$ cat src/rtl/llc_mem_req_queue.sv
// rtl/llc_mem_req_queue.sv - LLC memory request FIFO with read cap, response skid and drain handshake
module llc_mem_req_queue #(
  parameter int DEPTH           = 4,
  parameter int ADDR_W          = 32,
  parameter int LINE_W          = 128,
  parameter int MAX_OUTSTANDING = 4
) (
  input  logic              clk,
  input  logic              rst,
  input  logic              core_req_valid,
  output logic              core_req_ready,
  input  logic              core_req_hwrite,
  input  logic [2:0]        core_req_hsize,
  input  logic [1:0]        core_req_hprot,
  input  logic [ADDR_W-1:0] core_req_addr,
  input  logic [LINE_W-1:0] core_req_line,
  output logic              mem_req_valid,
  input  logic              mem_req_ready,
  output logic              mem_req_hwrite,
  output logic [2:0]        mem_req_hsize,
  output logic [1:0]        mem_req_hprot,
  output logic [ADDR_W-1:0] mem_req_addr,
  output logic [LINE_W-1:0] mem_req_line,
  input  logic              mem_rsp_valid,
  output logic              mem_rsp_ready,
  input  logic [LINE_W-1:0] mem_rsp_line,
  output logic              core_rsp_valid,
  input  logic              core_rsp_ready,
  output logic [LINE_W-1:0] core_rsp_line,
  input  logic              drain_req,
  output logic              drain_done,
  output logic [3:0]        outstanding,
  output logic              err_unexpected_rsp
);

  localparam int PTR_W = $clog2(DEPTH);
  localparam int CNT_W = PTR_W + 1;

  typedef struct packed {
    logic              hwrite;
    logic [2:0]        hsize;
    logic [1:0]        hprot;
    logic [ADDR_W-1:0] addr;
    logic [LINE_W-1:0] line;
  } req_t;

  typedef enum logic [1:0] {RUN, DRAIN, DONE} state_t;

  req_t              fifo_q [DEPTH];
  logic [PTR_W-1:0]  wr_ptr_q, wr_ptr_d, rd_ptr_q, rd_ptr_d;
  logic [CNT_W-1:0]  count_q, count_d;
  logic [3:0]        outst_q, outst_d;
  logic              skid_valid_q, skid_valid_d;
  logic [LINE_W-1:0] skid_line_q, skid_line_d;
  logic              err_q, err_d;
  state_t            state_q, state_d;

  logic full, empty, push, pop, rd_issue, rsp_hs;
  req_t head;

  assign full  = (count_q == CNT_W'(DEPTH));
  assign empty = (count_q == '0);
  // Head is zeroed when empty so stale storage never shows on the memory port.
  assign head  = empty ? '0 : fifo_q[rd_ptr_q];

  assign core_req_ready = !full && (state_q == RUN);
  assign mem_req_valid  = !empty && (head.hwrite || (outst_q < 4'(MAX_OUTSTANDING)));
  assign push     = core_req_valid && core_req_ready;
  assign pop      = mem_req_valid && mem_req_ready;
  assign rd_issue = pop && !head.hwrite;

  assign mem_req_hwrite = head.hwrite;
  assign mem_req_hsize  = head.hsize;
  assign mem_req_hprot  = head.hprot;
  assign mem_req_addr   = head.addr;
  assign mem_req_line   = head.line;

  assign mem_rsp_ready      = !skid_valid_q || core_rsp_ready;
  assign rsp_hs             = mem_rsp_valid && mem_rsp_ready;
  assign core_rsp_valid     = skid_valid_q;
  assign core_rsp_line      = skid_line_q;
  assign drain_done         = (state_q == DONE);
  assign outstanding        = outst_q;
  assign err_unexpected_rsp = err_q;

  always_ff @(posedge clk) begin
    if (push) fifo_q[wr_ptr_q] <= {core_req_hwrite, core_req_hsize, core_req_hprot,
                                   core_req_addr, core_req_line};
  end

  always_comb begin
    wr_ptr_d     = wr_ptr_q;
    rd_ptr_d     = rd_ptr_q;
    count_d      = count_q;
    outst_d      = outst_q;
    err_d        = err_q;
    skid_valid_d = skid_valid_q;
    skid_line_d  = skid_line_q;
    if (push) wr_ptr_d = wr_ptr_q + PTR_W'(1);
    if (pop)  rd_ptr_d = rd_ptr_q + PTR_W'(1);
    if (push && !pop) count_d = count_q + CNT_W'(1);
    if (!push && pop) count_d = count_q - CNT_W'(1);
    // Counter saturates at zero; a response with nothing outstanding only flags the error.
    if (rd_issue && !rsp_hs) outst_d = outst_q + 4'd1;
    else if (!rd_issue && rsp_hs && (outst_q != 4'd0)) outst_d = outst_q - 4'd1;
    if (rsp_hs && (outst_q == 4'd0)) err_d = 1'b1;
    if (rsp_hs) begin
      skid_valid_d = 1'b1;
      skid_line_d  = mem_rsp_line;
    end else if (core_rsp_ready) begin
      skid_valid_d = 1'b0;
    end
  end

  always_comb begin
    state_d = state_q;
    unique case (state_q)
      RUN:   if (drain_req) state_d = DRAIN;
      DRAIN: begin
        if (!drain_req) state_d = RUN;
        else if (empty && (outst_q == 4'd0) && !skid_valid_q) state_d = DONE;
      end
      DONE:  if (!drain_req) state_d = RUN;
      default: state_d = RUN;
    endcase
  end

  always_ff @(posedge clk or posedge rst) begin
    if (rst) begin
      wr_ptr_q     <= '0;
      rd_ptr_q     <= '0;
      count_q      <= '0;
      outst_q      <= '0;
      err_q        <= 1'b0;
      skid_valid_q <= 1'b0;
      skid_line_q  <= '0;
      state_q      <= RUN;
    end else begin
      wr_ptr_q     <= wr_ptr_d;
      rd_ptr_q     <= rd_ptr_d;
      count_q      <= count_d;
      outst_q      <= outst_d;
      err_q        <= err_d;
      skid_valid_q <= skid_valid_d;
      skid_line_q  <= skid_line_d;
      state_q      <= state_d;
    end
  end

endmodule

$ cat config.mk
export PLATFORM = sky130hd
export DESIGN_NAME = llc_mem_req_queue
export DESIGN_NICKNAME = d
export VERILOG_FILES = /design/src/rtl/llc_mem_req_queue.sv
export SDC_FILE = /design/constraint.sdc
export NUM_CORES = 1
export LEC_CHECK = 0
export CORE_MARGIN = 2
export CORE_UTILIZATION = 47
export DETAILED_ROUTE_END_ITERATION = 16
export GPL_ROUTABILITY_DRIVEN = 0
export PLACE_DENSITY = 0.84
export SLEW_MARGIN = 10
export SYNTH_ARGS = -nofsm -noshare
export SYNTH_HDL_FRONTEND = slang
export SYNTH_SLANG_ARGS = --single-unit
$ cat constraint.sdc
create_clock -name clk -period 4.8 [get_ports clk]
set_input_delay 0.96 -clock clk [delete_from_list [all_inputs] [get_ports clk]]
set_output_delay 0.96 -clock clk [all_outputs]
set_load 0.02 [all_outputs]
==> flow_metrics.tcl <==
set metrics [dict create \
    status "completed" \
    synth_edf_count 664 \
    start_util 0.475 \
    place_area_mm2 0.0378 \
    grt_pass1_vias 18100 \
    pwr_density_cell_mw_per_mm2 583 \
    portBuffers 604 \
    synthAdderAreaFrac 0.00418 \
    drive_gt1_frac 0.139 \
    grt_pass1_wl_mm 114 \
    fin_setup_tns_ns 0 \
    endpoint_kind "output port" \
    antenna_found_initial 22 \
    min-delay-start "err_unexpected_rsp" \
    area_growth_pct 32.4 \
    remaining_drc_errors 0 \
    grt.overflow.total 0 \
    vdd_drop_max_mv 0.452 \
    routedWlPerCell_um 23.8 \
    synthArstFlopShare 0.177 \
    postLayoutCellArea_mm2 0.0405 \
    relSlewSlack 0.360 \
    arrival_ns 3.31 \
    dp_hpwl_mm 50.6 \
    crit_type "register to output port" \
    cts_resized 0 \
    maxCapViolCount 0 \
    clk_pin_slew_ns 0.07 \
    ys_top_cells_by_count "664 x edfxtp_1, 388 x nand2_1, 168 x nor2b_1" \
    syn_inst 1672 \
    fin_crit_sh 0.889 \
    drv_slew 0 \
    nNetsFinal 2616 \
    grt_max_degree 105 \
    ys_seq_area_frac 0.769 \
    cts.sinks 807 \
    p_clk_frac 0.257 \
    ys_warn_count 0 \
    routed_wl_mm 77.3 \
    min_delay_path_depth 1 \
    hp-class "register to register" \
    die_h_um 259 \
    synth_top_family_by_area "multiplexers" \
    combinationalPowerShare 0.368 \
    tightest_slew_ns 0.951 \
    syn-num-nets 1982 \
    yosysTopAreaCell "edfxtp_1" \
    die_w_um 259 \
    startpoint_type "register" \
    reg2regPathDepth 9 \
    drt_iter0_drc 1387 \
    avgSynthCellArea_um2 18.3 \
    intPower_mw 16.0 \
    holdWs_ns 0.458 \
    synth_compound_area_frac 0.00192 \
    finClkSkew_ns 0.0329 \
    cts_setup_buffers 0 \
    numCtsBuffers 81 \
    cts_tree "done" \
    p_leak_nw 14.4 \
    fmax_mhz 234 \
    cts_root_buf "clkbuf_16" \
    crit_fanout 27 \
    p_sw_mw 7.57 \
    synth_top_area_share 0.652 \
    synth_seq_cells 807 \
    synth_area_leaders "edfxtp_1 65%, mux4_2 12%, dfrtp_1 12%, nand2_1 4.8%, nor2b_1 3.4%" \
    p_total_mw 23.6 \
    p_seq_frac 0.375 \
    fillers 4311 \
    cp.required_ns 3.84 \
    core_mm2 0.0643 \
    grt_use_total 0.230 \
    fin_crit_ns 4.27 \
    cts.hold.buffers_added 0 \
    p_sw_frac 0.321 \
    synth_xor_area_frac 0.00258 \
    synthSimpleGateAreaFrac 0.0869 \
    cts_max_path_buffers 3 \
    postRouteAntennaNets 0 \
    firstDrtPassIters 5 \
    via_per_inst 5.31 \
    finalSetupViolCount 0 \
    dieArea_mm2 0.0671 \
    h-tree-depth 3 \
    ios 605 \
    vias 17200 \
    final_hold_viol_count 0 \
    clock_latency_ns 0.63 \
    synth_cell_type_count 34 \
    synth.mux.area_fraction 0.123 \
    yosysMostFrequentCell "edfxtp_1" \
    synth_flop_cell "edfxtp_1" \
    crit_start "rd_ptr_q[0]" \
    rsz0062_at_grt "false" \
    syn_area_mm2 0.0306 \
    rr_startpoint "rd_ptr_q[0]" \
    fp-row-count 93 \
]
power groups by stage:
stage	sequential (mW)	combinational, mW	clock, mW
6_report	8.84	8.69	6.06
5_1_grt	8.92	9.17	6.44
4_1_cts	8.86	8.81	6.18
3_5_place_dp	9.00	8.73	0
3_3_place_gp	8.94	8.63	0
2_1_floorplan	8.99	4.74	0
worst max-delay path, cell delays in order, from the launching register on:
cell	delay (ns)
dfrtp_4	0.86
buf_4	0.46
mux4_2	0.56
nor2b_1	0.16
clkdlybuf4s50_1	0.59
flip-flops by register name, indices dropped and copies added, names as in the netlist:
name / cells
fifo_q: 664
core_rsp_line: 128
outstanding: 4
count_q: 3
rd_ptr_q: 2
state_q: 2
wr_ptr_q: 2
core_rsp_valid: 1
err_unexpected_rsp: 1
metal layers:
| metal | wire length, um | vias up | track usage |
|---|---|---|---|
| met4 | 2900 | 8 | 0.104 |
| li1 | - | 7533 | - |
| met5 | 45 | - | 0 |
| met2 | 40700 | 731 | 0.399 |
| met1 | 26900 | 8815 | 0.264 |
| met3 | 6700 | 151 | 0.0657 |
layout by cell type (no fill, tap or decap), types with 3 or more instances in the layout:
master / n
edfxtp_1: 664
clkdlybuf4s50_1: 604
nand2_1: 387
nor2b_1: 168
mux4_2: 166
dfrtp_1: 141
clkbuf_16: 82
clkbuf_1: 19
clkinv_2: 19
diode_2: 18
buf_12: 17
buf_4: 15
clkinv_1: 12
ha_1: 7
inv_1: 6
nor2_1: 5
xor2_1: 5
xnor2_1: 4
and3_4: 4
clkinv_16: 4
bufinv_16: 3
clkinvlp_4: 3
kinds of logic (layout without fill, tap and decap cells):
family,Yosys count,in the layout
other,0,18
AOI/OAI and AO/OA,9,9
muxes,168,168
adders and majority gates,9,9
DFF,807,807
and+or+nand+nor,578,578
buffers and inverters,92,791
xor gates and xnor gates,9,9
through the flow:
stage               std cells   util  setup slack, ns
floorplan                1672      -          0.00207
detailed placement       3078  0.588             1.12
finish                   3244  0.629            0.533
global placement         3078  0.588             1.13
global route             3243  0.629            0.349
CTS                      3226  0.628            0.417
cell type report:
type / instances / area (um2) / area share
sequential: 807 / 23500 / 0.581
multi-input combinational: 773 / 6720 / 0.166
timing repair buffer: 636 / 6500 / 0.161
clock buffer: 103 / 2150 / 0.0531
tap: 855 / 1070 / 0.0264
clock inverter: 45 / 428 / 0.0106
antenna: 18 / 45.0 / 0.00111
inverter: 7 / 31.3 / 0.000773
final timing paths:
check / slack, ns / endpoint
setup / recovery: 0.53 / mem_req_line[78]
hold / removal: 0.46 / err_unexpected_rsp
setup reg to reg: 1.46 / outstanding[3]
hold reg to reg: 0.46 / err_unexpected_rsp
max in group asynchronous: 3.23 / core_rsp_line[19]
min in group asynchronous: 0.78 / core_rsp_line[86]
Power figures use the tool's default switching activity.
